[config.mk]
export PLATFORM = sky130hd
export DESIGN_NAME = pipe_stage_reg
export DESIGN_NICKNAME = d
export VERILOG_FILES = /design/src/rtl/pipe_pkg.sv /design/src/rtl/pipe_slot.sv /design/src/rtl/pipe_stage_reg.sv
export SDC_FILE = /design/constraint.sdc
export NUM_CORES = 1
export LEC_CHECK = 0
export CAP_MARGIN = 5
export CORE_ASPECT_RATIO = 1.4
export CORE_UTILIZATION = 28
export DETAILED_ROUTE_END_ITERATION = 10
export PLACE_DENSITY = 0.56
export SYNTH_ARGS = -nofsm -noshare
export SYNTH_HDL_FRONTEND = slang
export SYNTH_HIERARCHICAL = 1
export SYNTH_SLANG_ARGS = --single-unit
[constraint.sdc]
create_clock -name clk -period 2.25 [get_ports clk]
set_input_delay 0.45 -clock clk [delete_from_list [all_inputs] [get_ports clk]]
set_output_delay 0.45 -clock clk [all_outputs]
set_load 0.005 [all_outputs]
[src/rtl/pipe_pkg.sv]
// Shared types and helpers for the flow-controlled pipeline boundary register.
package pipe_pkg;

    localparam bit SKID_OFF  = 1'b0;
    localparam bit SKID_ON   = 1'b1;
    localparam int SAT_MAX_W = 32;

    typedef struct packed {
        logic       rf_we;
        logic       im_to_rf;
        logic       store;
        logic       load;
        logic [1:0] next_pc_sel;
        logic [1:0] spare;
    } pipe_ctrl_t;

    // Increment, holding at the all-ones value of a cnt_w-bit counter.
    function automatic logic [SAT_MAX_W-1:0] sat_inc(input logic [SAT_MAX_W-1:0] cnt,
                                                     input int cnt_w);
        logic [SAT_MAX_W-1:0] max_v;
        max_v = (cnt_w >= SAT_MAX_W) ? '1 : ((SAT_MAX_W'(1) << cnt_w) - SAT_MAX_W'(1));
        return (cnt == max_v) ? cnt : cnt + SAT_MAX_W'(1);
    endfunction

endpackage

[src/rtl/pipe_slot.sv]
// One pipeline entry: valid flag plus payload and control registers.
module pipe_slot #(
    parameter int DATA_W = 32,
    parameter int CTRL_W = 8
) (
    input  logic              clk,
    input  logic              rst,
    input  logic              load_i,
    input  logic              clear_i,
    input  logic [DATA_W-1:0] data_i,
    input  logic [CTRL_W-1:0] ctrl_i,
    output logic              valid_o,
    output logic [DATA_W-1:0] data_o,
    output logic [CTRL_W-1:0] ctrl_o
);

    logic              valid_q, valid_d;
    logic [DATA_W-1:0] data_q, data_d;
    logic [CTRL_W-1:0] ctrl_q, ctrl_d;

    // Load wins over clear so a drain and refill in one cycle leaves the slot full.
    always_comb begin
        valid_d = valid_q;
        data_d  = data_q;
        ctrl_d  = ctrl_q;
        if (load_i) begin
            valid_d = 1'b1;
            data_d  = data_i;
            ctrl_d  = ctrl_i;
        end else if (clear_i) begin
            valid_d = 1'b0;
        end
    end

    // NOTE: payload registers are reset too so out_data is defined from reset onwards.
    always_ff @(posedge clk or posedge rst) begin
        if (rst) begin
            valid_q <= 1'b0;
            data_q  <= '0;
            ctrl_q  <= '0;
        end else begin
            valid_q <= valid_d;
            data_q  <= data_d;
            ctrl_q  <= ctrl_d;
        end
    end

    assign valid_o = valid_q;
    assign data_o  = data_q;
    assign ctrl_o  = ctrl_q;

endmodule

[src/rtl/pipe_stage_reg.sv]
// Valid/ready pipeline boundary register with flush, optional skid slot and stall counter.
module pipe_stage_reg
    import pipe_pkg::*;
#(
    parameter int DATA_W = 32,
    parameter int CTRL_W = $bits(pipe_ctrl_t),
    parameter bit SKID   = SKID_ON,
    parameter int CNT_W  = 16
) (
    input  logic              clk,
    input  logic              rst,
    input  logic              flush,
    input  logic              in_valid,
    output logic              in_ready,
    input  logic [DATA_W-1:0] in_data,
    input  logic [CTRL_W-1:0] in_ctrl,
    output logic              out_valid,
    input  logic              out_ready,
    output logic [DATA_W-1:0] out_data,
    output logic [CTRL_W-1:0] out_ctrl,
    output logic [CNT_W-1:0]  stall_cnt
);

    logic              m_valid, m_load, m_clear, drain;
    logic [DATA_W-1:0] m_din, m_data;
    logic [CTRL_W-1:0] m_cin, m_ctrl;
    logic [CNT_W-1:0]  stall_q, stall_d;

    assign drain   = m_valid & out_ready;
    assign m_clear = flush | drain;

    generate
        if (SKID == SKID_ON) begin : g_skid
            logic              s_valid, s_load, s_clear, accept;
            logic [DATA_W-1:0] s_data;
            logic [CTRL_W-1:0] s_ctrl;

            // Ready depends only on the skid flag, so no combinational path from out_ready.
            assign in_ready = !s_valid;
            assign accept   = in_valid & !s_valid;
            assign s_load   = !flush & accept & m_valid & !drain;
            assign s_clear  = flush | drain;
            assign m_load   = !flush & ((drain & s_valid) | (accept & (!m_valid | drain)));
            assign m_din    = s_valid ? s_data : in_data;
            assign m_cin    = s_valid ? s_ctrl : in_ctrl;

            pipe_slot #(
                .DATA_W (DATA_W),
                .CTRL_W (CTRL_W)
            ) u_skid_slot (
                .clk     (clk),
                .rst     (rst),
                .load_i  (s_load),
                .clear_i (s_clear),
                .data_i  (in_data),
                .ctrl_i  (in_ctrl),
                .valid_o (s_valid),
                .data_o  (s_data),
                .ctrl_o  (s_ctrl)
            );
        end else begin : g_single
            logic accept;

            assign in_ready = !m_valid | out_ready;
            assign accept   = in_valid & in_ready;
            assign m_load   = !flush & accept;
            assign m_din    = in_data;
            assign m_cin    = in_ctrl;
        end
    endgenerate

    pipe_slot #(
        .DATA_W (DATA_W),
        .CTRL_W (CTRL_W)
    ) u_main_slot (
        .clk     (clk),
        .rst     (rst),
        .load_i  (m_load),
        .clear_i (m_clear),
        .data_i  (m_din),
        .ctrl_i  (m_cin),
        .valid_o (m_valid),
        .data_o  (m_data),
        .ctrl_o  (m_ctrl)
    );

    always_comb begin
        stall_d = stall_q;
        if (m_valid && !out_ready) begin
            stall_d = CNT_W'(sat_inc(SAT_MAX_W'(stall_q), CNT_W));
        end
    end

    // NOTE: sequential state uses non-blocking assignments only.
    always_ff @(posedge clk or posedge rst) begin
        if (rst) begin
            stall_q <= '0;
        end else begin
            stall_q <= stall_d;
        end
    end

    assign out_valid = m_valid;
    assign out_data  = m_data;
    assign out_ctrl  = m_valid ? m_ctrl : '0;
    assign stall_cnt = stall_q;

endmodule

==> results.md, run 1 <==
- Vertical die dimension: 158 um
- Register clock-pin slew on the reported worst setup and hold paths: 0.07 ns
- Total routing usage reported by global routing: 12.8%
- Root Driver: sky130_fd_sc_hd__clkbuf_16
- Final weighted congestion in routability-driven placement: 0.793
- Sequential element share of the synthesized area: 50.5%
- Final layout net count: 465
- Share of post-route cells with drive strength above 1: 38.0%
- Most instantiated flip-flop cell in the synthesis netlist: sky130_fd_sc_hd__dfrtp_1
- Detail Route Antenna Nets: 0
- Element type at the critical path start: flop
- Synthesized netlist cell count: 308
- Warnings, synthesis: 6
- Mapped Nets: 354
- Area added between synthesis and finish: 34.0%
- Cell area after technology mapping: 0.00486 mm^2
- DPL Wire Length: 7500 um
- Total count of max-transition violations in the final report: 0
- Count of antenna diodes in the layout: 0
- Global route overflow: 0
- Via count of the routed design: 2900
- Ratio of final minimum period to clock period: 94.8%
- RSZ-0062 raised after global routing: false
- Final worst path period need: 2.13 ns
- Largest net degree at the start of global routing: 28
- Min-delay worst type: reg2reg
- Total power density per cell area: 904 mW/mm^2
- Core area: 0.0169 mm^2
- Relative max-transition margin: 57.9%
- CTS tree: built
- Hold_ws: 0.505 ns
- Most frequent cells in the layout: 102 x sky130_fd_sc_hd__clkdlybuf4s50_1, 97 x sky130_fd_sc_hd__dfrtp_1, 79 x sky130_fd_sc_hd__mux2_4
- Final-report hold violation count: 0
- Overall power of the completed layout: 5.88 mW
- Insertion delay to the later sink of the worst-skew pair: 0.34 ns
- DRC marker count from the first detailed-route iteration: 99
- Peak supply drop: 0.323 mV
- Buffers inserted by post-CTS timing repair: 0
- Number of placement rows: 56
- Detail-routed net length per standard cell: 16.3 um
- Crit path DAT: 1.68 ns
- Kind of end point of the critical path: primary output
- Number of instances resized during post-cts repair: 0
- Core utilization of the finished layout: 38.5%
- IO Port Bufs: 102
- Full die area: 0.0179 mm^2
- Number of hold buffers added after cts: 0
- Post-Syn Area per Cell: 15.8 um^2
- WL final: 10700 um
- Count of TritonRoute iterations in the first routing pass: 6
- Initial Utilization: 28.8%
- Highest clock rate: 0.469 GHz
- DRC viols: 0
- Top Ports: 103
- Antenna violations before repair: 0
- Mean number of vias per cell: 4.42
- Commonest non-fill, non-tap cell in the layout: sky130_fd_sc_hd__clkdlybuf4s50_1
- Max Cap Viol: 0
- H-tree depth: 3
- Largest fanout of any net on the critical path: 14
- EDFF count, synth: 0
- Final setup vio count: 0
- Share of synthesized flip-flops with an asynchronous set or reset: 100%
- Number of global-route vias before repair: 3236
- CTS max path bufs: 2
- Post-route setup TNS: 0 ns
- Wire length of the first global-routing pass: 17400 um
- Flip-flop and latch count after synthesis: 98
- Slew at the pin closest to its max-slew limit: 0.631 ns
- Static leakage: 2.78 nW
- Clock skew: 0.00415 ns
- Clock buffer count from CTS: 9
- Worst Setup Path Type: reg2out
- Die span in x: 113 um
- Clock tree sinks: 98
- Synth cell types: 35
- Required time reported for the critical path endpoint: 1.80 ns
- Outcome: finished clean
==> critical path, stage by stage, from the launching register on <==
cell and delay (ns):
sky130_fd_sc_hd__dfrtp_1 0.61, sky130_fd_sc_hd__and2_1 0.21, sky130_fd_sc_hd__clkdlybuf4s50_1 0.51
==> cell families (layout without fill, tap and decap cells) <==
group,count (synthesis),after routing,share of synthesized area (%)
adder cells (fa/ha/maj),1,1,0.258
AND/OR/NAND/NOR,41,41,5.64
buffers and inverters,23,139,4.84
AO/OA/AOI/OAI,9,9,1.86
multiplexers,122,122,34.4
XOR/XNOR,14,14,2.52
flip-flops,98,98,50.5
==> layout make-up <==
cell class	instances	area, um^2
Tap cell	232	290
Sequential cell	98	2450
Multi-Input combinational cell	187	2180
Clock inverter	7	116
Clock buffer	9	225
Timing Repair Buffer	116	1210
Inverter	7	26.3
Fill cell	1623	10400
==> state kept, by name, indices dropped and copies added (netlist names) <==
signal and count:
g_skid.u_skid_slot/data_o 32, u_main_slot/data_o 32, stall_cnt 16, g_skid.u_skid_slot/ctrl_o 8, u_main_slot/ctrl_o 8, g_skid.u_skid_slot/valid_o 1
u_main_slot/valid_o 1
==> path summary, 6_finish.rpt <==
path	from	end	slack, ns	cells past startpoint
max reg2reg	u_main_slot/valid_o	g_skid.u_skid_slot/ctrl_o[7]	0.34	5
max	u_main_slot/valid_o	out_ctrl[0]	0.12	2
min reg2reg	g_skid.u_skid_slot/ctrl_o[5]	g_skid.u_skid_slot/ctrl_o[5]	0.50	1
min in group asynchronous	rst	g_skid.u_skid_slot/data_o[0]	0.51	2
max in group asynchronous	rst	u_main_slot/data_o[18]	1.19	3
min	g_skid.u_skid_slot/ctrl_o[5]	g_skid.u_skid_slot/ctrl_o[5]	0.50	1
==> cell usage after synthesis, types with 2 or more instances <==
| library cell | n | area (um^2) |
|---|---|---|
| sky130_fd_sc_hd__a21o_1 | 3 | 22.5 |
| sky130_fd_sc_hd__and2_1 | 8 | 50.1 |
| sky130_fd_sc_hd__and3_1 | 3 | 18.8 |
| sky130_fd_sc_hd__and4_1 | 2 | 17.5 |
| sky130_fd_sc_hd__buf_12 | 8 | 160 |
| sky130_fd_sc_hd__buf_2 | 3 | 15.0 |
| sky130_fd_sc_hd__buf_6 | 2 | 22.5 |
| sky130_fd_sc_hd__clkbuf_1 | 3 | 11.3 |
| sky130_fd_sc_hd__dfrtp_1 | 98 | 2450 |
| sky130_fd_sc_hd__inv_1 | 7 | 26.3 |
| sky130_fd_sc_hd__mux2_2 | 42 | 473 |
| sky130_fd_sc_hd__mux2_4 | 79 | 1190 |
| sky130_fd_sc_hd__nand2b_1 | 2 | 12.5 |
| sky130_fd_sc_hd__nand3_1 | 8 | 40.0 |
| sky130_fd_sc_hd__nand4_1 | 5 | 31.3 |
| sky130_fd_sc_hd__nor2_1 | 4 | 15.0 |
| sky130_fd_sc_hd__xnor2_1 | 10 | 87.6 |
| sky130_fd_sc_hd__xor2_1 | 4 | 35.0 |
==> metrics by stage <==
stage	cell area (um^2)	instances	setup slack (ns)
finish	6500	656	0.117
global placement	6160	640	0.0384
CTS	6500	656	0.0749
floorplan	4860	308	0.442
global route	6500	656	0.000309
detailed placement	6160	640	0.000152
==> per-layer routing <==
layer / up-vias / global-route usage [%] / part of all wire [%]
li1: 1315 / - / -
met1: 1492 / 15.2 / 42
met2: 77 / 21.9 / 50
met3: 16 / 3.68 / 5.5
met4: 0 / 5.20 / 1.9
met5: - / 0 / 0
==> power by group <==
part,internal (mW),leakage (nW),switching [mW]
combinational,1.14,1.42,0.419
sequential,2.24,1.20,0.331
clock,1.09,0.166,0.664
total,4.46,2.78,1.41
No activity file was read; power rests on OpenSTA's default activity.
==> run 2, diff against run 1 <==
--- a/config.mk
+++ b/config.mk
@@ -8,6 +8,6 @@
 export CAP_MARGIN = 5
-export CORE_ASPECT_RATIO = 1.4
-export CORE_UTILIZATION = 28
+export CORE_ASPECT_RATIO = 1.5
+export CORE_UTILIZATION = 37
 export DETAILED_ROUTE_END_ITERATION = 10
-export PLACE_DENSITY = 0.56
+export PLACE_DENSITY = 0.68
 export SYNTH_ARGS = -nofsm -noshare
--- a/constraint.sdc
+++ b/constraint.sdc
@@ -3,2 +3,2 @@
 set_output_delay 0.45 -clock clk [all_outputs]
-set_load 0.005 [all_outputs]
+set_load 0.1 [all_outputs]
==> run 2 against run 1 <==
Combinational power increased by 100%. Via count decreased by 2.1%. Core utilization increased by 12 points. Clock-buffer cell count increased by 4. Clock power decreased by 16%. Critical path type is now in2reg. Largest power group is now combinational cells.
==> results.md, run 2 (synthesis results as in run 1) <==
- Outcome: finished clean
- Total count of max-transition violations in the final report: 0
- Hold_ws: 0.503 ns
- Clock skew: 0.00797 ns
- Antenna violations before repair: 0
- Clock tree sinks: 98
- Core area: 0.0126 mm^2
- Most frequent cells in the layout: 94 x sky130_fd_sc_hd__dfrtp_1, 79 x sky130_fd_sc_hd__mux2_4, 58 x sky130_fd_sc_hd__buf_4
- Detail-routed net length per standard cell: 17.5 um
- Final setup vio count: 0
- Ratio of final minimum period to clock period: 81.9%
- Worst Setup Path Type: in2reg
- Post-Place Setup Slack: 0.0511 ns
- DPL Wire Length: 6960 um
- Post-placement cell area: 0.00604 mm^2
- Die span in x: 95.5 um
- Largest fanout of any net on the critical path: 20
- Final weighted congestion in routability-driven placement: 0.766
- Detail Route Antenna Nets: 0
- Post-route setup TNS: 0 ns
- Final Worst Setup Slack: 0.408 ns
- Filler Cell Count: 1090
- Register-to-Register Setup Slack: 0.51 ns
- Count of TritonRoute iterations in the first routing pass: 4
- Largest stage delay on the critical path: 0.49 ns
- Hold wc startpoint: g_skid.u_skid_slot/data_o[1]
- Cell with the largest stage delay on the worst path: sky130_fd_sc_hd__clkdlybuf4s50_1
- Global route overflow: 0
- Via count of the routed design: 2839
- Kind of end point of the critical path: flop
- Worst Setup SP: out_ready
- IO Port Bufs: 102
- DRC viols: 0
- Number of placement rows: 50
- Total routing usage reported by global routing: 15.9%
- Overall power of the completed layout: 7.16 mW
- Top Ports: 103
- Final design instance area without fill: 0.00633 mm^2
- H-tree depth: 3
- Number of instances resized during post-cts repair: 0
- RSZ-0062 raised after global routing: false
- Crit path DAT: 2.06 ns
- CP Cell Sequence: clkdlybuf4s50_1 -> and2b_1 -> nor3_2 -> buf_4 -> mux2_4
- Reg-to-reg startpoint: u_main_slot/valid_o
- Initial Utilization: 38.4%
- Required time reported for the critical path endpoint: 2.47 ns
- Highest clock rate: 0.543 GHz
- Slew at the pin closest to its max-slew limit: 0.644 ns
- Largest net degree at the start of global routing: 42
- CP delay by family, top: buffers and inverters
- Share of post-route cells with drive strength above 1: 53.9%
- Register clock-pin slew on the reported worst setup and hold paths: 0.07 ns
- Number of hold buffers added after cts: 0
- Total power density per cell area: 1130 mW/mm^2
- Count of buffering cells on the critical path with inverters included: 2
- Final layout net count: 466
- Full die area: 0.0136 mm^2
- DRC marker count from the first detailed-route iteration: 100
- Count of antenna diodes in the layout: 0
- Max Cap Viol: 0
- Relative max-transition margin: 57.0%
- Final-report hold violation count: 0
- Min-delay worst type: reg2reg
- Insertion delay to the later sink of the worst-skew pair: 0.33 ns
- Buffers inserted by post-CTS timing repair: 0
- Final worst path period need: 1.84 ns
- Static leakage: 2.87 nW
- Clock buffer count from CTS: 9
- Vertical die dimension: 142 um
- Mean number of vias per cell: 4.89
- Commonest non-fill, non-tap cell in the layout: sky130_fd_sc_hd__dfrtp_1
- Element type at the critical path start: primary input
- CTS max path bufs: 2
- Root Driver: sky130_fd_sc_hd__clkbuf_16
- Peak supply drop: 1.33 mV
- Wire length of the first global-routing pass: 16400 um
- Number of global-route vias before repair: 3124
- WL final: 10200 um
- CTS tree: built
- Area added between synthesis and finish: 30.3%
-- run 2: power breakdown --
| group | switching (mW) | internal (mW) |
|---|---|---|
| clock network | 0.649 | 0.816 |
| registers | 0.327 | 2.24 |
| logic | 2.01 | 1.12 |
-- run 2: area by class of cell --
type	count	area (um^2)	share of cell area, %
multi-input combinational	187	2190	34.6
clock buffer	13	260	4.11
sequential	98	2460	38.8
clock inverter	3	22.5	0.356
tap	156	195	3.08
timing repair buffer	117	1180	18.6
inverter	7	26.3	0.415
-- run 2: path summary, 6_finish.rpt --
check                                          endpoint  cells after the start
max                              u_main_slot/data_o[27]                      5
min                        g_skid.u_skid_slot/data_o[1]                      1
max reg2reg                      u_main_slot/data_o[27]                      4
min reg2reg                g_skid.u_skid_slot/data_o[1]                      1
max in group asynchronous                  stall_cnt[0]                      2
min in group asynchronous    g_skid.u_skid_slot/valid_o                      2
-- run 2: worst register-to-register path, cell delays in order, from the launching register on --
cell                      delay [ns]
sky130_fd_sc_hd__dfrtp_2        0.50
sky130_fd_sc_hd__and2b_1        0.21
sky130_fd_sc_hd__nor3_2         0.18
sky130_fd_sc_hd__buf_4          0.39
sky130_fd_sc_hd__mux2_4         0.35
-- run 2: per-layer routing --
| metal | track usage (%) | wire [um] | share of wire, % |
|---|---|---|---|
| met5 | 0 | 0 | 0 |
| met4 | 5.18 | 108 | 1.1 |
| met3 | 4.49 | 591 | 5.8 |
| met2 | 26.6 | 5120 | 50 |
| met1 | 19.5 | 4340 | 43 |
-- run 2: per-stage QoR --
stage / std cells / util [%]
after floorplan: 308 / -
after global placement: 565 / 47.8
after detailed placement: 565 / 47.8
after CTS: 581 / 50.1
after global routing: 581 / 50.1
final: 581 / 50.1
==> run 3, diff against run 2 <==
Clock period 2.25 ns to 1.9 ns, I/O delays scaled along.
==> run 3 against run 2 <==
Clock-buffer cell count fell by 3. Largest cell class unchanged. Setup slack got worse by 0.30 ns. Power rose by 24%. Final cell count is 0.69% higher. Flip-flop and latch count unchanged. Critical endpoint is now in_ready. Critical path depth down 2. Core utilization grew 2.4 points.
==> results.md, run 3 (synthesis results as in run 1) <==
- Top Ports: 103
- Worst Setup Path Type: reg2out
- Met3 layer wire length in the routed design: 445 um
- Cell with the largest stage delay on the worst path: sky130_fd_sc_hd__dfrtp_2
- Number of placement rows: 50
- DRC marker count from the first detailed-route iteration: 84
- Via count of the routed design: 2882
- Final layout net count: 470
- Core area: 0.0126 mm^2
- Count of buffering cells on the critical path with inverters included: 3
- CP delay by family, top: buffers and inverters
- DRC viols: 0
- Slew at the pin closest to its max-slew limit: 0.442 ns
- Root Driver: sky130_fd_sc_hd__clkbuf_16
- Total count of max-transition violations in the final report: 0
- Mean number of vias per cell: 4.93
- CP Cell Sequence: buf_4 -> inv_1 -> buf_12
- Number of hold buffers added after cts: 0
- Outcome: finished clean
- H-tree depth: 3
- Final Worst Setup Slack: 0.108 ns
- Initial Utilization: 38.4%
- Total routing usage reported by global routing: 16.5%
- Crit path DAT: 1.41 ns
- Global route overflow: 0
- CTS max path bufs: 2
- Clock skew: 0.0115 ns
- Element type at the critical path start: flop
- Highest clock rate: 0.558 GHz
- Largest net degree at the start of global routing: 42
- Clock buffer count from CTS: 9
- Die span in x: 95.5 um
- Clock tree sinks: 98
- RSZ-0062 raised after global routing: false
- Peak supply drop: 1.17 mV
- Detail Route Antenna Nets: 0
- Ratio of final minimum period to clock period: 94.3%
- Area added between synthesis and finish: 36.5%
- Final weighted congestion in routability-driven placement: 0.844
- IO Port Bufs: 102
- Antenna violations before repair: 0
- Reg-to-reg startpoint: stall_cnt[0]
- Detailed-route wire length on metal 1: 4260 um
- Vertical die dimension: 142 um
- Register clock-pin slew on the reported worst setup and hold paths: 0.07 ns
- Count of TritonRoute iterations in the first routing pass: 4
- Post-route setup TNS: 0 ns
- Final-report hold violation count: 0
- Kind of end point of the critical path: primary output
- Full die area: 0.0136 mm^2
- Highest metal layer with signal wires: met4
- Largest stage delay on the critical path: 0.40 ns
- Static leakage: 2.92 nW
- Number of global-route vias before repair: 3255
- Count of antenna diodes in the layout: 0
- Total met2 wirelength after detailed routing: 5210 um
- Max Cap Viol: 0
- Buffers inserted by post-CTS timing repair: 0
- WL final: 10100 um
- Final setup vio count: 0
- Detail-routed net length per standard cell: 17.3 um
- Share of post-route cells with drive strength above 1: 57.8%
- DPL Wire Length: 7260 um
- Min-delay worst type: in2async
- Commonest non-fill, non-tap cell in the layout: sky130_fd_sc_hd__dfrtp_1
- Worst Setup SP: g_skid.u_skid_slot/valid_o
- Required time reported for the critical path endpoint: 1.52 ns
- CTS tree: built
- Final worst path period need: 1.79 ns
- Insertion delay to the later sink of the worst-skew pair: 0.34 ns
- Relative max-transition margin: 70.4%
- Filler Cell Count: 1049
- Post-Place Setup Slack: -0.238 ns
- Total power density per cell area: 1340 mW/mm^2
- Most frequent cells in the layout: 80 x sky130_fd_sc_hd__dfrtp_1, 79 x sky130_fd_sc_hd__mux2_4, 44 x sky130_fd_sc_hd__buf_4, 44 x sky130_fd_sc_hd__clkdlybuf4s50_1, 42 x sky130_fd_sc_hd__mux2_2
- Wire length of the first global-routing pass: 17000 um
- Number of instances resized during post-cts repair: 0
- Largest fanout of any net on the critical path: 26
-- run 3: cell count changes in the layout (fill, tap and decap cells not counted), sizes merged --
cell / change
clkbuf: -3
clkinvlp: +2
bufinv: +1
clkinv: -2
buf: +4
inv: +2
-- run 3: cell type report --
| type | count | area (um^2) | area share [%] |
|---|---|---|---|
| clock inverters | 6 | 73.8 | 1.11 |
| well taps | 156 | 195 | 2.95 |
| clock buffers | 10 | 229 | 3.45 |
| inverters | 7 | 26.3 | 0.396 |
| multi-input cells | 187 | 2190 | 33.0 |
| flip-flops and latches | 98 | 2480 | 37.5 |
| repair buffers | 121 | 1430 | 21.6 |
-- run 3: path summary, 6_finish.rpt --
kind / cells past startpoint / slack, ns / endpoint
worst max-delay path: 3 / 0.11 / in_ready
worst min-delay path: 2 / 0.45 / stall_cnt[1]
worst max register to register: 4 / 0.14 / stall_cnt[1]
worst min register to register: 1 / 0.50 / u_main_slot/ctrl_o[0]
max in group asynchronous: 3 / 0.97 / g_skid.u_skid_slot/ctrl_o[1]
min in group clk: 1 / 0.50 / u_main_slot/ctrl_o[0]
-- run 3: worst register-to-register path: cells and delay by family, from the launching register on --
kind | cells | cell delay [ns]
adder cells (fa/ha/maj) | 1 | 0.16
multiplexers | 1 | 0.34
AND/OR/NAND/NOR | 1 | 0.27
AO/OA/AOI/OAI | 1 | 0.46
flip-flops | 1 | 0.41
-- run 3: power by group --
| part | internal (mW) | total (mW) | switching [mW] |
|---|---|---|---|
| clock network | 1.04 | 1.86 | 0.817 |
| registers | 2.67 | 3.05 | 0.374 |
| logic | 1.52 | 3.95 | 2.43 |
-- run 3: routing by layer --
metal,GRT usage (%),vias up
met4,6.21,0
met5,0,-
met2,27.7,79
met3,3.69,14
li1,-,1323
met1,20.3,1466
-- run 3: through the flow --
stage	hold WS, ns	cells	power [mW]	instance area [um^2]	utilization [%]
6_report	0.446	585	8.86	6630	52.4
5_1_grt	0.457	585	9.24	6630	52.4
4_1_cts	0.444	585	8.94	6630	52.4
3_5_place_dp	0.487	569	7.04	6320	50.0
3_3_place_gp	0.487	569	6.99	6320	50.0
2_1_floorplan	0.293	308	5.94	4890	-
